==> src/rtl/seg7_pkg.sv <==
// Shared 7-segment glyph table and common types.
// Used by both the hex encoder and the scan-capture receiver.
package seg7_pkg;

    localparam int SEG_A = 0;
    localparam int SEG_B = 1;
    localparam int SEG_C = 2;
    localparam int SEG_D = 3;
    localparam int SEG_E = 4;
    localparam int SEG_F_IDX = 5;
    localparam int SEG_G = 6;

    localparam logic [6:0] SEG_ALL = 7'((1 << SEG_A) | (1 << SEG_B) |
                                        (1 << SEG_C) | (1 << SEG_D) |
                                        (1 << SEG_E) | (1 << SEG_F_IDX) |
                                        (1 << SEG_G));

    localparam logic [6:0] SEG_0     = 7'h3F;
    localparam logic [6:0] SEG_1     = 7'h06;
    localparam logic [6:0] SEG_2     = 7'h5B;
    localparam logic [6:0] SEG_3     = 7'h4F;
    localparam logic [6:0] SEG_4     = 7'h66;
    localparam logic [6:0] SEG_5     = 7'h6D;
    localparam logic [6:0] SEG_6     = 7'h7D;
    localparam logic [6:0] SEG_7     = 7'h07;
    localparam logic [6:0] SEG_8     = SEG_ALL;
    localparam logic [6:0] SEG_9     = 7'h67;
    localparam logic [6:0] SEG_A_GLY = 7'h77;
    localparam logic [6:0] SEG_B_GLY = 7'h7C;
    localparam logic [6:0] SEG_C_GLY = 7'h58;
    localparam logic [6:0] SEG_D_GLY = 7'h5E;
    localparam logic [6:0] SEG_E_GLY = 7'h79;
    localparam logic [6:0] SEG_F_GLY = 7'h71;
    localparam logic [6:0] SEG_BLANK = 7'h00;

    localparam int CNT_W = 8;
    localparam logic [CNT_W-1:0] CNT_MAX = '1;

    typedef enum logic {
        ST_IDLE,
        ST_FULL
    } out_state_e;

endpackage

==> src/rtl/seg7_scan_capture_if.sv <==
// Display bus and frame handshake bundle for the scan-capture block.
// master drives the display/ACK side, slave is the capture block.
interface seg7_scan_capture_if #(
    parameter int NDIG = 4
);
    logic [6:0]        SEGLED;
    logic [NDIG-1:0]   DIGEN;
    logic              ACK;
    logic              VALID;
    logic [4*NDIG-1:0] WORD;
    logic [NDIG-1:0]   DIGERR;
    logic [NDIG-1:0]   BLANK;
    logic              OVERRUN;

    modport master (
        output SEGLED, DIGEN, ACK,
        input  VALID, WORD, DIGERR, BLANK, OVERRUN
    );

    modport slave (
        input  SEGLED, DIGEN, ACK,
        output VALID, WORD, DIGERR, BLANK, OVERRUN
    );
endinterface

==> src/rtl/seg7_to_nibble.sv <==
// Combinational segment-pattern to hex nibble decoder.
// Unknown patterns decode to 0 with err set; all-off is blank.
module seg7_to_nibble
    import seg7_pkg::*;
(
    input  logic [6:0] seg_i,
    output logic [3:0] nib_o,
    output logic       err_o,
    output logic       blank_o
);

    // Glyph lookup against the shared table
    always_comb begin
        nib_o   = 4'h0;
        err_o   = 1'b0;
        blank_o = 1'b0;
        unique case (seg_i)
            SEG_0:     nib_o = 4'h0;
            SEG_1:     nib_o = 4'h1;
            SEG_2:     nib_o = 4'h2;
            SEG_3:     nib_o = 4'h3;
            SEG_4:     nib_o = 4'h4;
            SEG_5:     nib_o = 4'h5;
            SEG_6:     nib_o = 4'h6;
            SEG_7:     nib_o = 4'h7;
            SEG_8:     nib_o = 4'h8;
            SEG_9:     nib_o = 4'h9;
            SEG_A_GLY: nib_o = 4'hA;
            SEG_B_GLY: nib_o = 4'hB;
            SEG_C_GLY: nib_o = 4'hC;
            SEG_D_GLY: nib_o = 4'hD;
            SEG_E_GLY: nib_o = 4'hE;
            SEG_F_GLY: nib_o = 4'hF;
            SEG_BLANK: blank_o = 1'b1;
            default:   err_o = 1'b1;
        endcase
    end

endmodule

==> src/rtl/seg7_scan_capture.sv <==
// Multiplexed 7-segment bus receiver: captures each stable digit,
// assembles a frame and presents it over VALID/ACK.
module seg7_scan_capture #(
    parameter int NDIG       = 4,
    parameter int STABLE_CYC = 8
) (
    input logic CLK,
    input logic RST_N,
    seg7_scan_capture_if.slave bus
);
    import seg7_pkg::*;

    localparam logic [CNT_W-1:0] CAP_AT = CNT_W'(STABLE_CYC - 1);

    logic [6:0]        seg_q, seg_p_q;
    logic [NDIG-1:0]   dig_q, dig_p_q;
    logic [CNT_W-1:0]  cnt_q, cnt_d;
    logic              cap_q, cap_d;
    logic              onehot, stable, capture;
    logic [3:0]        dec_nib;
    logic              dec_err, dec_blank;
    logic [NDIG-1:0]   seen_q, seen_d;
    logic [4*NDIG-1:0] work_nib_q, work_nib_d;
    logic [NDIG-1:0]   work_err_q, work_err_d;
    logic [NDIG-1:0]   work_blank_q, work_blank_d;
    logic              complete, ack, ovr_set;
    out_state_e        state_q;
    logic [4*NDIG-1:0] word_q;
    logic [NDIG-1:0]   err_q, blank_q;
    logic              ovr_q;

    assign ack = bus.ACK;

    // Register the display bus once, keeping the previous sample too
    always_ff @(posedge CLK) begin
        if (!RST_N) begin
            seg_q   <= '0;
            seg_p_q <= '0;
            dig_q   <= '0;
            dig_p_q <= '0;
        end else begin
            seg_q   <= bus.SEGLED;
            seg_p_q <= seg_q;
            dig_q   <= bus.DIGEN;
            dig_p_q <= dig_q;
        end
    end

    seg7_to_nibble u_dec (
        .seg_i   (seg_q),
        .nib_o   (dec_nib),
        .err_o   (dec_err),
        .blank_o (dec_blank)
    );

    // Dwell tracking: cnt_d counts repeats of the current sample
    always_comb begin
        onehot = (dig_q != '0) &&
                 ((dig_q & (dig_q - 1'b1)) == '0);
        stable = onehot && (seg_q == seg_p_q) &&
                 (dig_q == dig_p_q);
        cnt_d  = '0;
        cap_d  = 1'b0;
        if (stable) begin
            cnt_d = (cnt_q == CNT_MAX) ? cnt_q : cnt_q + 1'b1;
            cap_d = cap_q;
        end
        capture = onehot && (cnt_d == CAP_AT) && !cap_d;
        cap_d   = cap_d | capture;
    end

    // Stability counter and one-capture-per-dwell flag
    always_ff @(posedge CLK) begin
        if (!RST_N) begin
            cnt_q <= '0;
            cap_q <= 1'b0;
        end else begin
            cnt_q <= cnt_d;
            cap_q <= cap_d;
        end
    end

    // Working frame update; a capture beats the completion clear
    always_comb begin
        complete     = (seen_q == '1);
        seen_d       = complete ? '0 : seen_q;
        work_nib_d   = work_nib_q;
        work_err_d   = work_err_q;
        work_blank_d = work_blank_q;
        if (capture) begin
            seen_d = seen_d | dig_q;
            for (int i = 0; i < NDIG; i++) begin
                if (dig_q[i]) begin
                    work_nib_d[i*4 +: 4] = dec_nib;
                    work_err_d[i]        = dec_err;
                    work_blank_d[i]      = dec_blank;
                end
            end
        end
        ovr_set = complete && (state_q == ST_FULL) && !ack;
    end

    // Seen mask and working frame storage
    always_ff @(posedge CLK) begin
        if (!RST_N) begin
            seen_q       <= '0;
            work_nib_q   <= '0;
            work_err_q   <= '0;
            work_blank_q <= '0;
        end else begin
            seen_q       <= seen_d;
            work_nib_q   <= work_nib_d;
            work_err_q   <= work_err_d;
            work_blank_q <= work_blank_d;
        end
    end

    // Output handshake FSM with registered frame and sticky overrun
    always_ff @(posedge CLK) begin
        if (!RST_N) begin
            state_q <= ST_IDLE;
            word_q  <= '0;
            err_q   <= '0;
            blank_q <= '0;
            ovr_q   <= 1'b0;
        end else begin
            ovr_q <= ovr_set || (ovr_q && !ack);
            unique case (state_q)
                ST_IDLE: begin
                    if (complete) begin
                        state_q <= ST_FULL;
                        word_q  <= work_nib_q;
                        err_q   <= work_err_q;
                        blank_q <= work_blank_q;
                    end
                end
                ST_FULL: begin
                    if (complete && ack) begin
                        word_q  <= work_nib_q;
                        err_q   <= work_err_q;
                        blank_q <= work_blank_q;
                    end else if (!complete && ack) begin
                        state_q <= ST_IDLE;
                    end
                end
            endcase
        end
    end

    assign bus.VALID   = (state_q == ST_FULL);
    assign bus.WORD    = word_q;
    assign bus.DIGERR  = err_q;
    assign bus.BLANK   = blank_q;
    assign bus.OVERRUN = ovr_q;

endmodule

==> src/flat_wrapper.sv <==
// flat-port wrapper written by rule: the top's interface ports become plain ports
module seg7_scan_capture_flat import seg7_pkg::*;
#(
    parameter int NDIG       = 4,
    parameter int STABLE_CYC = 8
)
  (CLK, RST_N, bus_SEGLED, bus_DIGEN, bus_ACK, bus_VALID, bus_WORD, bus_DIGERR, bus_BLANK, bus_OVERRUN);
  seg7_scan_capture_if #(.NDIG(NDIG)) bus_i ();
  input logic CLK;
  input logic RST_N;
  input wire logic [$bits(bus_i.SEGLED)-1:0] bus_SEGLED;
  input wire logic [$bits(bus_i.DIGEN)-1:0] bus_DIGEN;
  input wire logic [$bits(bus_i.ACK)-1:0] bus_ACK;
  output wire logic [$bits(bus_i.VALID)-1:0] bus_VALID;
  output wire logic [$bits(bus_i.WORD)-1:0] bus_WORD;
  output wire logic [$bits(bus_i.DIGERR)-1:0] bus_DIGERR;
  output wire logic [$bits(bus_i.BLANK)-1:0] bus_BLANK;
  output wire logic [$bits(bus_i.OVERRUN)-1:0] bus_OVERRUN;
  assign bus_i.SEGLED = bus_SEGLED;
  assign bus_i.DIGEN = bus_DIGEN;
  assign bus_i.ACK = bus_ACK;
  assign bus_VALID = bus_i.VALID;
  assign bus_WORD = bus_i.WORD;
  assign bus_DIGERR = bus_i.DIGERR;
  assign bus_BLANK = bus_i.BLANK;
  assign bus_OVERRUN = bus_i.OVERRUN;
  seg7_scan_capture #(.NDIG(NDIG), .STABLE_CYC(STABLE_CYC)) u_core (.CLK(CLK), .RST_N(RST_N), .bus(bus_i));
endmodule
==> config.mk <==
export PLATFORM = sky130hd
export DESIGN_NAME = seg7_scan_capture_flat
export DESIGN_NICKNAME = d
export VERILOG_FILES = /design/src/rtl/seg7_pkg.sv /design/src/rtl/seg7_scan_capture_if.sv /design/src/rtl/seg7_to_nibble.sv /design/src/rtl/seg7_scan_capture.sv /design/src/flat_wrapper.sv
export SDC_FILE = /design/constraint.sdc
export NUM_CORES = 1
export LEC_CHECK = 0
export CAP_MARGIN = 20
export CORE_ASPECT_RATIO = 1.5
export CORE_MARGIN = 1.5
export CORE_UTILIZATION = 40
export CTS_CLUSTER_DIAMETER = 40
export CTS_CLUSTER_SIZE = 8
export DETAILED_ROUTE_END_ITERATION = 6
export PLACE_DENSITY = 0.57
export SLEW_MARGIN = 20
export SYNTH_ARGS = -nofsm -noshare
export SYNTH_HDL_FRONTEND = slang
export SYNTH_SLANG_ARGS = --single-unit
==> constraint.sdc <==
create_clock -name CLK -period 2.5 [get_ports CLK]
set_input_delay 0.5 -clock CLK [delete_from_list [all_inputs] [get_ports CLK]]
set_output_delay 0.5 -clock CLK [all_outputs]
set_load 0.005 [all_outputs]
==> results.sh, run 1 <==
export IMPL_r2r_start="u_core.cnt_q[0]"
export IMPL_syn_cell_area_um2=3720
export IMPL_crit_path_end_kind="flip-flop"
export IMPL_min_period_ns=2.29
export IMPL_finalHoldViolCount=0
export IMPL_fin_crit_sh_pct=91.4
export IMPL_cts_resized_gates=0
export IMPL_syn_nets=433
export IMPL_ant_nets=0
export IMPL_drv_slew=0
export IMPL_final_common_cell="dfxtp_1"
export IMPL_final_cell_mix="dfxtp_1 (85), nand2_1 (84), clkdlybuf4s50_1 (39)"
export IMPL_cp_arrival_ns=2.47
export IMPL_synthArstFlopShare_pct=0
export IMPL_rows=42
export IMPL_fillCellCount=901
export IMPL_nets=464
export IMPL_worst_slack_ns=0.215
export IMPL_outcome="finished, final reports clean"
export IMPL_clk_latency_ns=0.34
export IMPL_fp_dieW_um=81.7
export IMPL_htree_num_levels=3
export IMPL_grt_pass1_wl_um=13300
export IMPL_cts_setup_buffers=0
export IMPL_cts_sinks=85
export IMPL_reg2reg_setup_slack_ns=0.21
export IMPL_ir_drop_v=0.000423
export IMPL_drt_pass1_iter_count=4
export IMPL_synth_seq_area_share_pct=45.8
export IMPL_hold_start="u_core.work_nib_q[12]"
export IMPL_synth_top_family_by_area="simple AND/OR/NAND/NOR gates"
export IMPL_wl_per_cell_um=13.7
export IMPL_core_um2=8930
export IMPL_powerDensity_nw_per_um2=620
export IMPL_setup_viol=0
export IMPL_drt_iter0_drc=146
export IMPL_combPwrFrac_pct=5.0
export IMPL_synth_simple_gate_area_share_pct=28.7
export IMPL_drc=0
export IMPL_r2r_end="u_core.work_nib_q[9]"
export IMPL_grt_use_total_pct=17.3
export IMPL_ys_seq_elements=85
export IMPL_overflow=0
export IMPL_num_antenna_cells=0
export IMPL_wl_um=7720
export IMPL_hpwl_um=5500
export IMPL_ys_flop_type="dfxtp_1"
export IMPL_synth_edff_count=0
export IMPL_p_leak_uw=0.00172
export IMPL_synth_xor_area_share_pct=4.00
export IMPL_critical_path_required_ns=2.69
export IMPL_startpoint_type="flip-flop"
export IMPL_synth_top_cell_area_share_pct=45.8
export IMPL_synthAdderAreaFrac_pct=0.336
export IMPL_dieArea_um2=9900
export IMPL_yosysTopAreaCell="dfxtp_1"
export IMPL_holdCritPathClass="reg -> reg"
export IMPL_p_seq_share_pct=50.2
export IMPL_clkTransAtPathRegs_ns=0.07
export IMPL_fin_skew_ns=0.0104
export IMPL_vias=2978
export IMPL_via_per_inst=5.28
export IMPL_crit_fanout=6
export IMPL_r2r_worst_path_cells=6
export IMPL_tritoncts="yes"
export IMPL_muxShareOfSynthArea_pct=6.46
export IMPL_cap_violations=0
export IMPL_p_int_uw=2120
export IMPL_synth_warnings=0
export IMPL_sw_frac_of_total_pct=23.8
export IMPL_first_global_vias=2868
export IMPL_ios=40
export IMPL_slew_headroom_pct=57.4
export IMPL_dp_slack_ns=0.219
export IMPL_syn_inst=418
export IMPL_netlist_top_cells_area="dfxtp_1 (46%), nand2_1 (8.5%), mux2i_1 (6.5%)"
export IMPL_hold_end="u_core.bus.WORD[12]"
export IMPL_p_sw_uw=663
export IMPL_clockBufferDepth=2
export IMPL_synth_compound_area_share_pct=10.9
export IMPL_critPathKind="reg -> reg"
export IMPL_start_util_pct=41.6
export IMPL_holdPathStages=2
export IMPL_die_y_um=121
export IMPL_grt_max_degree=31
export IMPL_clock_power_share_pct=44.8
export IMPL_syn_area_per_cell_um2=8.90
export IMPL_antenna_found_initial=0
export IMPL_cts_root_buffer="clkbuf_16"
export IMPL_tns_ns=0
export IMPL_cts_hold_buffers=0
export IMPL_cts_buffers=9
export IMPL_tightestPinTransition_ns=0.632
export IMPL_ys_types=49
export IMPL_place_gp_congestion=0.882
export IMPL_syn_to_final_growth_pct=20.9
export IMPL_drive_above_1_share_pct=10.1
export IMPL_whs_ns=0.451
export IMPL_portBuffers=39
export IMPL_fmax_ghz=0.438
export IMPL_rsz0062_at_grt="no"
-- power groups by stage --
| stage | clock, uW | sequential [uW] | combinational [uW] |
|---|---|---|---|
| after detailed placement | 0 | 1430 | 142 |
| after global placement | 0 | 1430 | 140 |
| final | 1250 | 1400 | 140 |
| after floorplan | 0 | 1410 | 115 |
| after CTS | 1290 | 1400 | 142 |
| after global routing | 1350 | 1400 | 156 |
-- critical path: stages, from the launching register on --
cell,delay [ns]
dfxtp_1,0.34
ha_1,0.28
xnor2_1,0.17
or4_4,0.44
a211oi_4,0.45
nand4_4,0.27
mux2i_1,0.18
-- metal layers --
layer | GRT usage (%) | share of wire [%] | vias up
met5 | 0 | 0 | -
met4 | 9.00 | 2.3 | 0
met3 | 3.31 | 3.4 | 15
met2 | 27.9 | 50 | 69
met1 | 21.5 | 44 | 1382
li1 | - | - | 1512
-- worst max-delay path by stage --
stage                          startpoint                     to  slack [ns]  cells past startpoint
after CTS                 u_core.cnt_q[0]   u_core.work_nib_q[5]        0.21                      6
final                     u_core.cnt_q[0]   u_core.work_nib_q[9]        0.21                      6
after floorplan           u_core.cnt_q[0]   u_core.work_nib_q[0]        0.37                      6
after detailed placement  u_core.cnt_q[0]   u_core.work_nib_q[5]        0.22                      6
after global placement    u_core.cnt_q[0]   u_core.work_nib_q[6]        0.30                      6
after global routing      u_core.cnt_q[0]  u_core.work_nib_q[15]        0.08                      6
-- kinds of logic (layout without fill, tap and decap cells) --
kind of cell / Yosys count / after routing
AND/OR/NAND/NOR: 193 / 193
flip-flops: 85 / 85
AO/OA/AOI/OAI: 63 / 63
buffers and inverters: 35 / 71
multiplexers: 24 / 24
XOR/XNOR: 17 / 17
adder cells (fa/ha/maj): 1 / 1
-- area by class of cell --
type / instances / area (um2) / area share (%)
well taps: 110 / 138 / 3.06
multi-input cells: 298 / 1870 / 41.7
repair buffers: 52 / 488 / 10.9
clock buffers: 9 / 225 / 5.01
clock inverters: 7 / 56.3 / 1.25
flip-flops and latches: 85 / 1700 / 37.9
inverters: 3 / 11.3 / 0.251
-- metrics by stage --
stage / utilization, % / area (um2) / instances / total power (uW)
6_report: 50.3 / 4490 / 564 / 2790
5_1_grt: 50.3 / 4490 / 564 / 2910
4_1_cts: 50.3 / 4490 / 564 / 2830
3_5_place_dp: 47.2 / 4210 / 548 / 1570
3_3_place_gp: 47.2 / 4210 / 548 / 1570
2_1_floorplan: - / 3720 / 418 / 1520
-- registers in the layout (all words and copies together), names as in the netlist --
register / cells
u_core.bus.BLANK: 4
u_core.bus.DIGERR: 4
u_core.bus.OVERRUN: 1
u_core.bus.VALID: 1
u_core.bus.WORD: 16
u_core.cap_q: 1
u_core.cnt_q: 8
u_core.dig_p_q: 4
u_core.dig_q: 4
u_core.seen_q: 4
u_core.seg_p_q: 7
u_core.seg_q: 7
u_core.work_blank_q: 4
u_core.work_err_q: 4
u_core.work_nib_q: 16
-- cells in the mapped netlist, types with 2 or more instances --
| master | number |
|---|---|
| inv_1 | 3 |
| nor3_1 | 5 |
| nand2b_1 | 6 |
| nor4b_1 | 2 |
| or3_1 | 4 |
| nand3_1 | 12 |
| nand3b_1 | 4 |
| and3_1 | 3 |
| buf_2 | 7 |
| xnor2_1 | 13 |
| mux2i_1 | 24 |
| dfxtp_1 | 85 |
| nor2_1 | 10 |
| a31o_2 | 2 |
| nor4_1 | 2 |
| nand4_4 | 4 |
| nand2_1 | 84 |
| xor2_1 | 4 |
| a31oi_1 | 2 |
| nor2b_1 | 8 |
| nand4b_1 | 2 |
| clkbuf_1 | 23 |
| clkbuf_2 | 2 |
| and3b_1 | 2 |
| a211oi_2 | 2 |
| nand4_1 | 12 |
| and2_1 | 24 |
| o21ai_0 | 9 |
| a21oi_1 | 38 |
Power figures use the tool's default switching activity.
==> run 2, diff against run 1 <==
--- a/config.mk
+++ b/config.mk
@@ -5,7 +5,7 @@
 export SDC_FILE = /design/constraint.sdc
 export NUM_CORES = 1
 export LEC_CHECK = 0
-export CAP_MARGIN = 20
+export CAP_MARGIN = 0
 export CORE_ASPECT_RATIO = 1.5
 export CORE_MARGIN = 1.5
 export CORE_UTILIZATION = 40
==> results of run 2 <==
Same layout as run 1: the final DEF is identical, and so are final timing and power.
